## src/rtl/window_pkg.sv

```systemverilog
// Shared types and helpers for the NxN window buffer.
//   op_t    : command opcodes carried on cmd_op
//   state_t : controller states
//   idx()   : flattened element index of (row, col) in a win x win window
package window_pkg;

  typedef enum logic [1:0] {
    OP_LOAD        = 2'd0,
    OP_SHIFT_RIGHT = 2'd1,
    OP_SHIFT_DOWN  = 2'd2,
    OP_SHIFT_LEFT  = 2'd3
  } op_t;

  typedef enum logic {
    ST_IDLE = 1'b0,
    ST_FILL = 1'b1
  } state_t;

  function automatic int unsigned idx(input int unsigned row,
                                      input int unsigned col,
                                      input int unsigned win);
    return row * win + col;
  endfunction

endpackage

```

## src/rtl/window_addr_gen.sv

```systemverilog
// Combinational write-address generator for the window buffer.
//   i_op    : op currently being filled
//   i_count : pixels already accepted in this op
//   o_k     : flattened element index the next accepted pixel is written to
module window_addr_gen
  import window_pkg::*;
#(
  parameter int WIN   = 3,
  parameter int CNT_W = $clog2(WIN * WIN + 1)
) (
  input  op_t              i_op,
  input  logic [CNT_W-1:0] i_count,
  output logic [CNT_W-1:0] o_k
);

  always_comb begin
    o_k = '0;
    case (i_op)
      OP_LOAD:        o_k = i_count;
      OP_SHIFT_RIGHT: o_k = CNT_W'(idx(32'(i_count), WIN - 1, WIN));
      OP_SHIFT_DOWN:  o_k = CNT_W'(idx(WIN - 1, 32'(i_count), WIN));
      OP_SHIFT_LEFT:  o_k = CNT_W'(idx(32'(i_count), 0, WIN));
      default:        o_k = i_count;
    endcase
  end

endmodule

```

## src/rtl/window_buffer_nxn.sv

```systemverilog
// WIN x WIN pixel window buffer filled from a valid/ready pixel stream.
// A command either reloads the whole window in raster order or slides it by
// one step (right, down, left) and streams in only the new edge line.
//   clk, rst             : clock, synchronous active-high reset
//   cmd_valid/cmd_ready  : command handshake (ready only in IDLE)
//   cmd_op               : 0=LOAD 1=SHIFT_RIGHT 2=SHIFT_DOWN 3=SHIFT_LEFT
//   pix_valid/pix_ready  : pixel handshake (ready only in FILL)
//   pix_data             : incoming pixel
//   window               : flattened window, element row*WIN+col
//   win_valid            : window complete and stable
//   done                 : one-cycle pulse on op completion
//   error                : one-cycle pulse on a shift with no valid window
//   pix_count            : pixels accepted in the current op
module window_buffer_nxn
  import window_pkg::*;
#(
  parameter int PIXEL_W = 8,
  parameter int WIN     = 3,
  parameter int CNT_W   = $clog2(WIN * WIN + 1)
) (
  input  logic                       clk,
  input  logic                       rst,
  input  logic                       cmd_valid,
  output logic                       cmd_ready,
  input  logic [1:0]                 cmd_op,
  input  logic                       pix_valid,
  output logic                       pix_ready,
  input  logic [PIXEL_W-1:0]         pix_data,
  output logic [WIN*WIN*PIXEL_W-1:0] window,
  output logic                       win_valid,
  output logic                       done,
  output logic                       error,
  output logic [CNT_W-1:0]           pix_count
);

  localparam int NPIX = WIN * WIN;

  state_t             r_state;
  op_t                r_op;
  logic [CNT_W-1:0]   r_count;
  logic [PIXEL_W-1:0] r_win [NPIX];
  logic               r_win_valid;
  logic               r_done;
  logic               r_error;

  op_t                w_cmd_op;
  logic [CNT_W-1:0]   w_k;
  logic [CNT_W-1:0]   w_target;
  logic               w_last;

  assign w_cmd_op = op_t'(cmd_op);
  assign w_target = (r_op == OP_LOAD) ? CNT_W'(NPIX) : CNT_W'(WIN);
  assign w_last   = (r_count == w_target - CNT_W'(1));

  window_addr_gen #(
    .WIN   (WIN),
    .CNT_W (CNT_W)
  ) u_addr_gen (
    .i_op    (r_op),
    .i_count (r_count),
    .o_k     (w_k)
  );

  always_ff @(posedge clk) begin
    if (rst) begin
      r_state     <= ST_IDLE;
      r_op        <= OP_LOAD;
      r_count     <= '0;
      r_win_valid <= 1'b0;
      r_done      <= 1'b0;
      r_error     <= 1'b0;
      for (int unsigned k = 0; k < NPIX; k++) r_win[CNT_W'(k)] <= '0;
    end else begin
      r_done  <= 1'b0;
      r_error <= 1'b0;
      case (r_state)
        ST_IDLE: begin
          if (cmd_valid) begin
            if (w_cmd_op == OP_LOAD) begin
              r_op        <= OP_LOAD;
              r_state     <= ST_FILL;
              r_win_valid <= 1'b0;
              r_count     <= '0;
            end else if (!r_win_valid) begin
              r_error <= 1'b1;
            end else begin
              r_op        <= w_cmd_op;
              r_state     <= ST_FILL;
              r_win_valid <= 1'b0;
              r_count     <= '0;
              // Shift on the accept edge; the vacated edge line is left
              // untouched and gets overwritten by the streamed pixels.
              for (int unsigned r = 0; r < WIN; r++) begin
                for (int unsigned c = 0; c < WIN; c++) begin
                  case (w_cmd_op)
                    OP_SHIFT_RIGHT:
                      if (c < WIN - 1)
                        r_win[CNT_W'(idx(r, c, WIN))] <= r_win[CNT_W'(idx(r, c + 1, WIN))];
                    OP_SHIFT_DOWN:
                      if (r < WIN - 1)
                        r_win[CNT_W'(idx(r, c, WIN))] <= r_win[CNT_W'(idx(r + 1, c, WIN))];
                    OP_SHIFT_LEFT:
                      if (c > 0)
                        r_win[CNT_W'(idx(r, c, WIN))] <= r_win[CNT_W'(idx(r, c - 1, WIN))];
                    default: ;
                  endcase
                end
              end
            end
          end
        end
        ST_FILL: begin
          if (pix_valid) begin
            r_win[w_k] <= pix_data;
            if (w_last) begin
              r_state     <= ST_IDLE;
              r_done      <= 1'b1;
              r_win_valid <= 1'b1;
              r_count     <= '0;
            end else begin
              r_count <= r_count + CNT_W'(1);
            end
          end
        end
        default: r_state <= ST_IDLE;
      endcase
    end
  end

  always_comb begin
    window = '0;
    for (int unsigned k = 0; k < NPIX; k++)
      window[k*PIXEL_W +: PIXEL_W] = r_win[CNT_W'(k)];
  end

  assign cmd_ready = (r_state == ST_IDLE);
  assign pix_ready = (r_state == ST_FILL);
  assign win_valid = r_win_valid;
  assign done      = r_done;
  assign error     = r_error;
  assign pix_count = r_count;

endmodule

```

## config.mk

```make
export PLATFORM = sky130hd
export DESIGN_NAME = window_buffer_nxn
export DESIGN_NICKNAME = d
export VERILOG_FILES = /design/src/rtl/window_pkg.sv /design/src/rtl/window_addr_gen.sv /design/src/rtl/window_buffer_nxn.sv
export SDC_FILE = /design/constraint.sdc
export NUM_CORES = 1
export LEC_CHECK = 0
export BUFFER_PORTS_ARGS = -buffer_cell sky130_fd_sc_hd__buf_2
export CAP_MARGIN = 5
export CORE_ASPECT_RATIO = 2
export CORE_UTILIZATION = 30
export DETAILED_ROUTE_END_ITERATION = 10
export SLEW_MARGIN = 20
export SYNTH_ARGS = -nofsm -noshare
export SYNTH_HDL_FRONTEND = slang
export SYNTH_SLANG_ARGS = --single-unit
export TNS_END_PERCENT = 5
```

## constraint.sdc

```tcl
create_clock -name clk -period 9.4 [get_ports clk]
set_input_delay 1.41 -clock clk [delete_from_list [all_inputs] [get_ports clk]]
set_output_delay 1.41 -clock clk [all_outputs]
set_load 0.01 [all_outputs]
```

; ---- Word-level counts from Yosys, hierarchy flattened
; Memories as Yosys holds them, arrays and structs flattened.
; Cells that the tools add are included.
[op_classes]
mux = 70
reduce_logical = 9
mul = 1
n_eq_ne = 11
n_bitwise = 21
addsub = 4
[ops]
columns = op, n
row1 = 2-to-1 mux 8 bit, 19
row2 = 2-to-1 mux 1 bit, 38
row3 = 2-to-1 mux 4 bit, 7
row4 = bitwise OR 1 bit, 18
row5 = one-hot mux 4 bit (4 select lines), 1
row6 = AND reduction 3 bit, 3
row7 = equality test 2 bit (second input constant), 4
row8 = one-hot mux 4 bit (2 select lines), 1
row9 = OR reduction 8 bit, 1
row10 = adder 3 x 4 -> 4 bit (first input constant), 1
row11 = adder 4 x 1 -> 4 bit (second input constant), 1
row12 = adder 4 x 2 -> 4 bit (second input constant), 1
row13 = equality test 2 x 1 -> 1 bit (second input constant), 2
row14 = equality test 4 bit, 1
row15 = zero test 2 bit, 2
row16 = multiplier 4 x 2 -> 4 bit (second input constant), 1
row17 = 2-to-1 mux 2 bit, 2
row18 = != test 2 bit (second input constant), 2
row19 = one-hot mux 1 bit (2 select lines), 2
row20 = OR reduction 4 bit, 1
row21 = subtractor 4 x 1 -> 4 bit (second input constant), 1
row22 = != test 3 x 1 -> 1 bit (second input constant), 1
row23 = inverter 1 bit, 3
row24 = OR reduction 3 bit, 1
row25 = 2 further kinds, 2
[word_totals]
inputBits = 14
mem_bits_rw = 72
reg_bits = 10
mem_count = 1
wordCells = 123
[memory_table]
columns = name, depth, word_bits, read_ports, rd_clocked_by_memory_dff, wr, line_no
row1 = r_win, 9, 8, 9, 0, 9, window_buffer_nxn.sv:41  ; logic [PIXEL_W-1:0] r_win [NPIX];

; ---- Logic depth before layout (Yosys ltp)
; Gate-level depths: netlist (run 1).
[depth]
word_depth = 11
depth_mapped = 11
mapped_depth_nobuf = 10

; ---- Hierarchy
; From an unflattened synthesis (run 1), not the netlist that was laid out.
[hier_totals]
hier_cells = 388
area_unflattened_um2 = 4491.8
[by_module_without_submodules]
columns = module, seq_area_each_um2, cells_each, area_per_inst_um2, instances
row1 = window_buffer_nxn, 2362.3, 365, 4280.4, 1
row2 = window_addr_gen, 0.0, 23, 211.5, 1

; ---- Worst setup path before layout (run 1)
; Ideal clock, no wire load.
[synth_timing]
kind = reg-to-reg
start = reg r_count[1], in the netlist pix_count[1]
end = mem r_win[4][0], enable pin
arrival_time_ns = 3.193
required_time_ns = 9.013
synth_period_minus_slack_ns = 3.580
path_stages_with_launch = 11
slack_ns = 5.820
path_buffers = 1
setup_time_ns = 0.387
path_cell_list = dfxtp_1 ha_1 inv_1 fa_1 inv_1 ha_1 inv_1 mux4_2 or3_1 buf_2 o31ai_1
[synth_lines]
columns = element, line_no
row1 = from (decl), window_buffer_nxn.sv:40  ; logic [CNT_W-1:0] r_count;
row2 = from (signal assigned), window_buffer_nxn.sv:121  ; r_count <= r_count + CNT_W'(1);
row3 = to (decl), window_buffer_nxn.sv:41

==> flow_summary_export.csv, run 1 <==
group,metric,value,unit
floorplan,ios,95,
global_routing,grt_max_degree,40,
clock_tree,cts_buffer_depth,2,
floorplan,fp.dieArea,15600,sq um
floorplan,fp.coreArea,14700,sq um
clock_tree,cts-root-buf,"clkbuf_16",
placement,hpwl,11600,microns
timing,min_period_over_period,46.0,%
critical_path,cp.required,9.35,ns
clock_tree,postCtsHoldBufs,0,
power_and_ir_drop,peakVddDrop,85.1,uV
cells_and_area,utilization,37.0,%
global_routing,track_usage,20.2,%
detailed_routing,drt_wl_total,15300,microns
synth,ys_seq_elements,82,
detailed_routing,antenna_left,0,
synth,synth_top_area_share,47.9,%
synth,synth_area_leaders,"edfxtp_1 48%, mux2i_1 8.9%, dfxtp_1 4.4%, o22ai_1 3.5%, o32ai_1 3.1%",
global_routing,grt-ovfl-total,0,
placement,portBuffers,94,
timing,tightest_slew,1.15,ns
critical_path,crit_path_cell_trace,"ha_1 > inv_1 > fa_1 > inv_1 > ha_1 > mux4_2 > nor3_1 > buf_4 > nand3_2 > o21ai_1",
cells_and_area,finalNetCount,520,
synth,synth_area_per_cell,10.9,sq um
synth,synth-edff-count,72,
detailed_routing,wl_per_cell,21.8,microns
global_routing,grt_pass1_vias,3981,
placement,gp_congestion,0.898,
critical_path,crit_fanout,11,
critical_path,reg2reg_depth,10,
status,status,"finished, final reports clean",
clock_tree,insertion_delay,0.34,ns
synth,seq_area_frac_synth,52.4,%
global_routing,antenna_found_initial,0,
critical_path,crit_path_end_kind,"flip-flop",
clock_tree,cts_sinks,82,
detailed_routing,remaining_drc_errors,0,
clock_tree,post_cts_resized,0,
floorplan,die_h,175,microns
power_and_ir_drop,p_leak,2.08,nW
critical_path,cpMaxStageDelayCell,"o21ai_1",
cells_and_area,antenna_cells,0,
synth,synthFlopType,"edfxtp_1",
cells_and_area,area_growth,21.0,%
floorplan,std_cell_rows,63,
floorplan,initial_core_util,30.6,%
detailed_routing,drt-initial-drc-count,457,
clock_tree,clk_pin_slew,0.06,ns
clock_tree,tritoncts.num_buffers,9,
timing,post-route-min-period,4.32,ns
critical_path,cp.arrival,4.27,ns
floorplan,die_x,88.7,microns
flow_run,drv_cap,0,
synth,yosys.area.top_type,"edfxtp_1",
detailed_routing,first_pass_iters,5,
critical_path,slowest_delay,0.99,ns
power_and_ir_drop,powerDensity,148,nW/um^2
timing,clock_skew,0.0103,ns
timing,fmax,231,MHz
detailed_routing,route.vias.total,4047,
synth,synthArstFlopShare,0,%
clock_tree,cts_tree,"yes",
synth,synth_cell_types,47,
critical_path,crit_path_start_kind,"flip-flop",
worst_hold_path,hold_depth,2,
synth,yosysWarningCount,0,
timing,drv_slew,0,
clock_tree,cts_max_level,3,
timing,fin_tns_setup,0,ns
detailed_routing,avgViaCountPerCell,5.77,
critical_path,critPathKind,"flip-flop to flip-flop",
cells_and_area,drive_above_1_share,26.1,%
synth,synth_area,4510,sq um
worst_hold_path,worstHoldPathType,"flip-flop to flip-flop",
synth,syn_nets,434,
timing,setup_viol,0,
timing,relSlewSlack,23.4,%
timing,grt_setup_unrepaired,"no",
synth,syn_inst,415,
clock_tree,postCtsSetupBuffers,0,
timing,hold_viol_final,0,
power_and_ir_drop,power,808,uW
global_routing,grt_pass1_wl,22600,microns
[sequential cells by signal, indices dropped and copies added (netlist names)]
register	cells
r_op	2
pix_count	4
done	1
r_win	72
error	1
win_valid	1
pix_ready	1
[synthesized netlist by cell type, types with 6 or more instances]
cell type  number
mux2i_1        40
nor2_1         31
a22oi_1        15
inv_1          21
dfxtp_1        10
edfxtp_1       72
o22ai_1        25
o31ai_1        12
o32ai_1        16
clkbuf_1       18
xnor2_1         6
o21ai_0        23
buf_2           9
a21oi_1        26
a32o_1          8
nand2_1        30
[final timing paths]
check | slack (ns) | from | end
worst max-delay path | 5.08 | pix_count[0]$_SDFFE_PP0P_ | r_win[1][0]$_DFFE_PP_
worst min-delay path | 0.60 | pix_ready$_SDFF_PP0_ | pix_ready$_SDFF_PP0_
worst max register to register | 5.08 | pix_count[0]$_SDFFE_PP0P_ | r_win[1][0]$_DFFE_PP_
worst min register to register | 0.60 | pix_ready$_SDFF_PP0_ | pix_ready$_SDFF_PP0_
[cell usage in the layout (no fill, tap or decap), drive strengths merged, types with 3 or more instances in the layout]
cell type and instances:
inv 22, nand3 6, o22ai 25, a21oi 26, and3 3, a32o 8, ha 4, nand3b 4
nor2b 4, mux2i 40, o31ai 12, nor3 5, a22oi 15, clkbuf 11, o21ai 27, o32ai 16
nor2 32, buf 102, edfxtp 72, clkinv 3, nand2 30, xnor2 6, dfxtp 10
[worst max-delay path, delay by kind of cell, from the launching register on]
kind	cells	cell delay, ns
adder cells (fa/ha/maj)	3	1.05
flip-flops	1	0.53
AO/OA/AOI/OAI	1	0.99
multiplexers	1	0.47
AND/OR/NAND/NOR	2	0.52
buffers and inverters	3	0.36
[power breakdown]
group | internal (mW) | total, mW | switching, mW | leakage [nW]
sequential | 0.408 | 0.422 | 0.0141 | 0.824
clock | 0.185 | 0.328 | 0.143 | 0.131
combinational | 0.0212 | 0.0579 | 0.0367 | 1.13
[layer usage]
| metal | share of wire (%) | routed length, microns | track usage (%) | vias up |
|---|---|---|---|---|
| met2 | 55 | 8360 | 35.8 | 223 |
| li1 | - | - | - | 1782 |
| met3 | 5.3 | 813 | 3.48 | 59 |
| met1 | 34 | 5210 | 21.1 | 1983 |
| met4 | 5.8 | 886 | 13.6 | 0 |
| met5 | 0 | 0 | 0 | - |
[layout make-up]
type | count | area, sq um
fill | 1477 | 9280
multi-input combinational | 284 | 1970
tap | 195 | 244
inverter | 22 | 82.6
sequential | 82 | 2360
clock inverter | 5 | 30.0
timing repair buffer | 102 | 531
clock buffer | 11 | 243
[through the flow]
stage	setup WS, ns	hold WS [ns]	instance area (sq um)	std cells
after global routing	4.93	0.661	5460	701
after floorplan	5.82	0.564	4510	415
after CTS	5.10	0.599	5460	701
after detailed placement	5.12	0.592	5190	685
final	5.08	0.601	5460	701
after global placement	5.32	0.598	5180	685
[cell families (layout without fill, tap and decap cells)]
group | after synthesis | after routing | synth area share [%]
buffers and inverters | 49 | 140 | 4.33
xor gates and xnor gates | 7 | 7 | 1.36
AOI/OAI and AO/OA | 137 | 137 | 20.2
muxes | 42 | 42 | 9.87
DFF | 82 | 82 | 52.4
and+or+nand+nor | 93 | 93 | 10.4
adders and majority gates | 5 | 5 | 1.55
No activity file was read; power rests on OpenSTA's default activity.
==> inputs of run 2 (changes only) <==
==> constraint.sdc (replaced) <==
create_clock -name clk -period 4.2 [get_ports clk]
set_input_delay 0.63 -clock clk [delete_from_list [all_inputs] [get_ports clk]]
set_output_delay 0.63 -clock clk [all_outputs]
set_load 0.01 [all_outputs]
==> run 2 against run 1 <==
  * Combinational power increased by 130%
  * Count of clock-buffer cells in the layout is 2 higher
  * Register-to-register slack got worse by 4.6 ns
  * Critical path depth grew 1
  * Final cell count up 2.0%
  * Sequential cell count stayed put
  * Via count decreased by 0.96%
  * Clock power rose to 2.5 times the previous value
  * Core utilization grew 0.84 points
  * Clock skew shrank 0.0014 ns
==> flow_summary_export.csv, run 2 (synthesis results as in run 1) <==
group,metric,value,unit
status,status,"finished, final reports clean",
critical_path,cpMaxStageDelayCell,"or3_1",
power_and_ir_drop,p_leak,2.16,nW
detailed_routing,drt_wl_total,15100,microns
timing,hold_viol_final,0,
cells_and_area,layout_commonest_cell,"buf_2",
global_routing,track_usage,20.0,%
floorplan,fp.coreArea,14700,sq um
critical_path,crit_fanout,11,
global_routing,grt_max_degree,40,
clock_tree,postCtsHoldBufs,0,
floorplan,die_x,88.7,microns
critical_path,crit_path_start_kind,"flip-flop",
floorplan,die_h,175,microns
timing,grt_setup_unrepaired,"no",
detailed_routing,avgViaCountPerCell,5.61,
clock_tree,tritoncts.num_buffers,9,
clock_tree,cts-root-buf,"clkbuf_16",
critical_path,cp.required,4.24,ns
timing,fin_tns_setup,0,ns
timing,relSlewSlack,27.1,%
cells_and_area,drive_above_1_share,26.7,%
placement,portBuffers,94,
timing,drv_slew,0,
cells_and_area,regMostFlops,"r_win",
clock_tree,cts_buffer_depth,2,
detailed_routing,remaining_drc_errors,0,
clock_tree,post_cts_resized,0,
worst_hold_path,hold_depth,1,
clock_tree,cts_sinks,82,
power_and_ir_drop,powerDensity,341,nW/um^2
critical_path,cp.arrival,3.75,ns
detailed_routing,first_pass_iters,6,
detailed_routing,drt-initial-drc-count,282,
global_routing,grt-ovfl-total,0,
flow_run,drv_cap,0,
global_routing,use_met2,37.4,%
timing,clock_skew,0.00895,ns
placement,gp_congestion,0.890,
floorplan,ios,95,
critical_path,critPathKind,"flip-flop to flip-flop",
global_routing,grt_util_met1,19.6,%
detailed_routing,route.vias.total,4008,
clock_tree,cts_max_level,3,
critical_path,slowest_delay,0.58,ns
cells_and_area,layout_common_cells,"94 x buf_2, 72 x edfxtp_1, 40 x mux2i_1",
critical_path,reg2reg_depth,11,
global_routing,grt_pass1_wl,22500,microns
worst_hold_path,worstHoldPathType,"flip-flop to flip-flop",
timing,tightest_slew,1.09,ns
timing,min_period_over_period,88.4,%
cells_and_area,finalNetCount,534,
power_and_ir_drop,power,1.90,mW
cells_and_area,antenna_cells,0,
clock_tree,insertion_delay,0.34,ns
placement,hpwl,11900,microns
clock_tree,cts_tree,"yes",
global_routing,grt_pass1_vias,4052,
clock_tree,clk_pin_slew,0.06,ns
floorplan,std_cell_rows,63,
global_routing,antenna_found_initial,0,
timing,post-route-min-period,3.71,ns
floorplan,initial_core_util,30.6,%
critical_path,crit_top_cell,"inv_1",
timing,setup_viol,0,
critical_path,crit_path_cell_trace,"ha_1 > inv_1 > fa_1 > inv_1 > ha_1 > inv_1 > mux4_2 > or3_1 > nand3b_4 > o21ai_1 > buf_4",
global_routing,top_usage_layer,"met2",
detailed_routing,wl_per_cell,21.2,microns
detailed_routing,antenna_left,0,
cells_and_area,largest_register_ffs,72,
timing,fmax,269,MHz
clock_tree,postCtsSetupBuffers,0,
cells_and_area,area_growth,23.7,%
critical_path,crit_path_end_kind,"flip-flop",
floorplan,fp.dieArea,15600,sq um
power_and_ir_drop,peakVddDrop,168,uV
global_routing,grt_util_met3,2.63,%
-- run 2: power breakdown --
| group | switching, mW | internal, mW | total (mW) |
|---|---|---|---|
| clock | 0.306 | 0.520 | 0.826 |
| sequential | 0.0312 | 0.912 | 0.943 |
| combinational | 0.0819 | 0.0521 | 0.134 |
-- run 2: final timing paths --
path | start | to | slack (ns)
min reg2reg | win_valid$_SDFFE_PP0P_ | win_valid$_SDFFE_PP0P_ | 0.63
max | pix_count[0]$_SDFFE_PP0P_ | r_win[5][0]$_DFFE_PP_ | 0.49
max reg2reg | pix_count[0]$_SDFFE_PP0P_ | r_win[5][0]$_DFFE_PP_ | 0.49
min | win_valid$_SDFFE_PP0P_ | win_valid$_SDFFE_PP0P_ | 0.63
-- run 2: layout make-up --
class / count / area (sq um)
clock buffers: 13 / 240
clock inverters: 3 / 63.8
fillers: 1450 / 9160
inverters: 22 / 82.6
multi-input cells: 284 / 1950
flip-flops and latches: 82 / 2360
well taps: 195 / 244
repair buffers: 116 / 636
-- run 2: per-layer routing --
layer | vias up | wire, microns
li1 | 1810 | -
met1 | 1935 | 5010
met2 | 203 | 8470
met3 | 60 | 792
met4 | 0 | 865
met5 | - | 0
-- run 2: stage by stage --
stage | utilization, % | instance area [sq um] | instances | hold WS (ns) | setup slack (ns)
global route | 37.9 | 5580 | 715 | 0.647 | 0.264
CTS | 37.9 | 5580 | 715 | 0.624 | 0.517
finish | 37.9 | 5580 | 715 | 0.627 | 0.489
global placement | 35.8 | 5280 | 699 | 0.595 | 0.665
floorplan | - | 4510 | 415 | 0.564 | 0.620
detailed placement | 35.8 | 5280 | 699 | 0.609 | 0.531
-- run 2: worst max-delay path: cells and delay by family, from the launching register on --
family | cells | cell delay (ns)
adders and majority gates | 3 | 1.03
and+or+nand+nor | 2 | 0.89
muxes | 1 | 0.45
buffers and inverters | 4 | 0.35
AOI/OAI and AO/OA | 1 | 0.16
DFF | 1 | 0.53
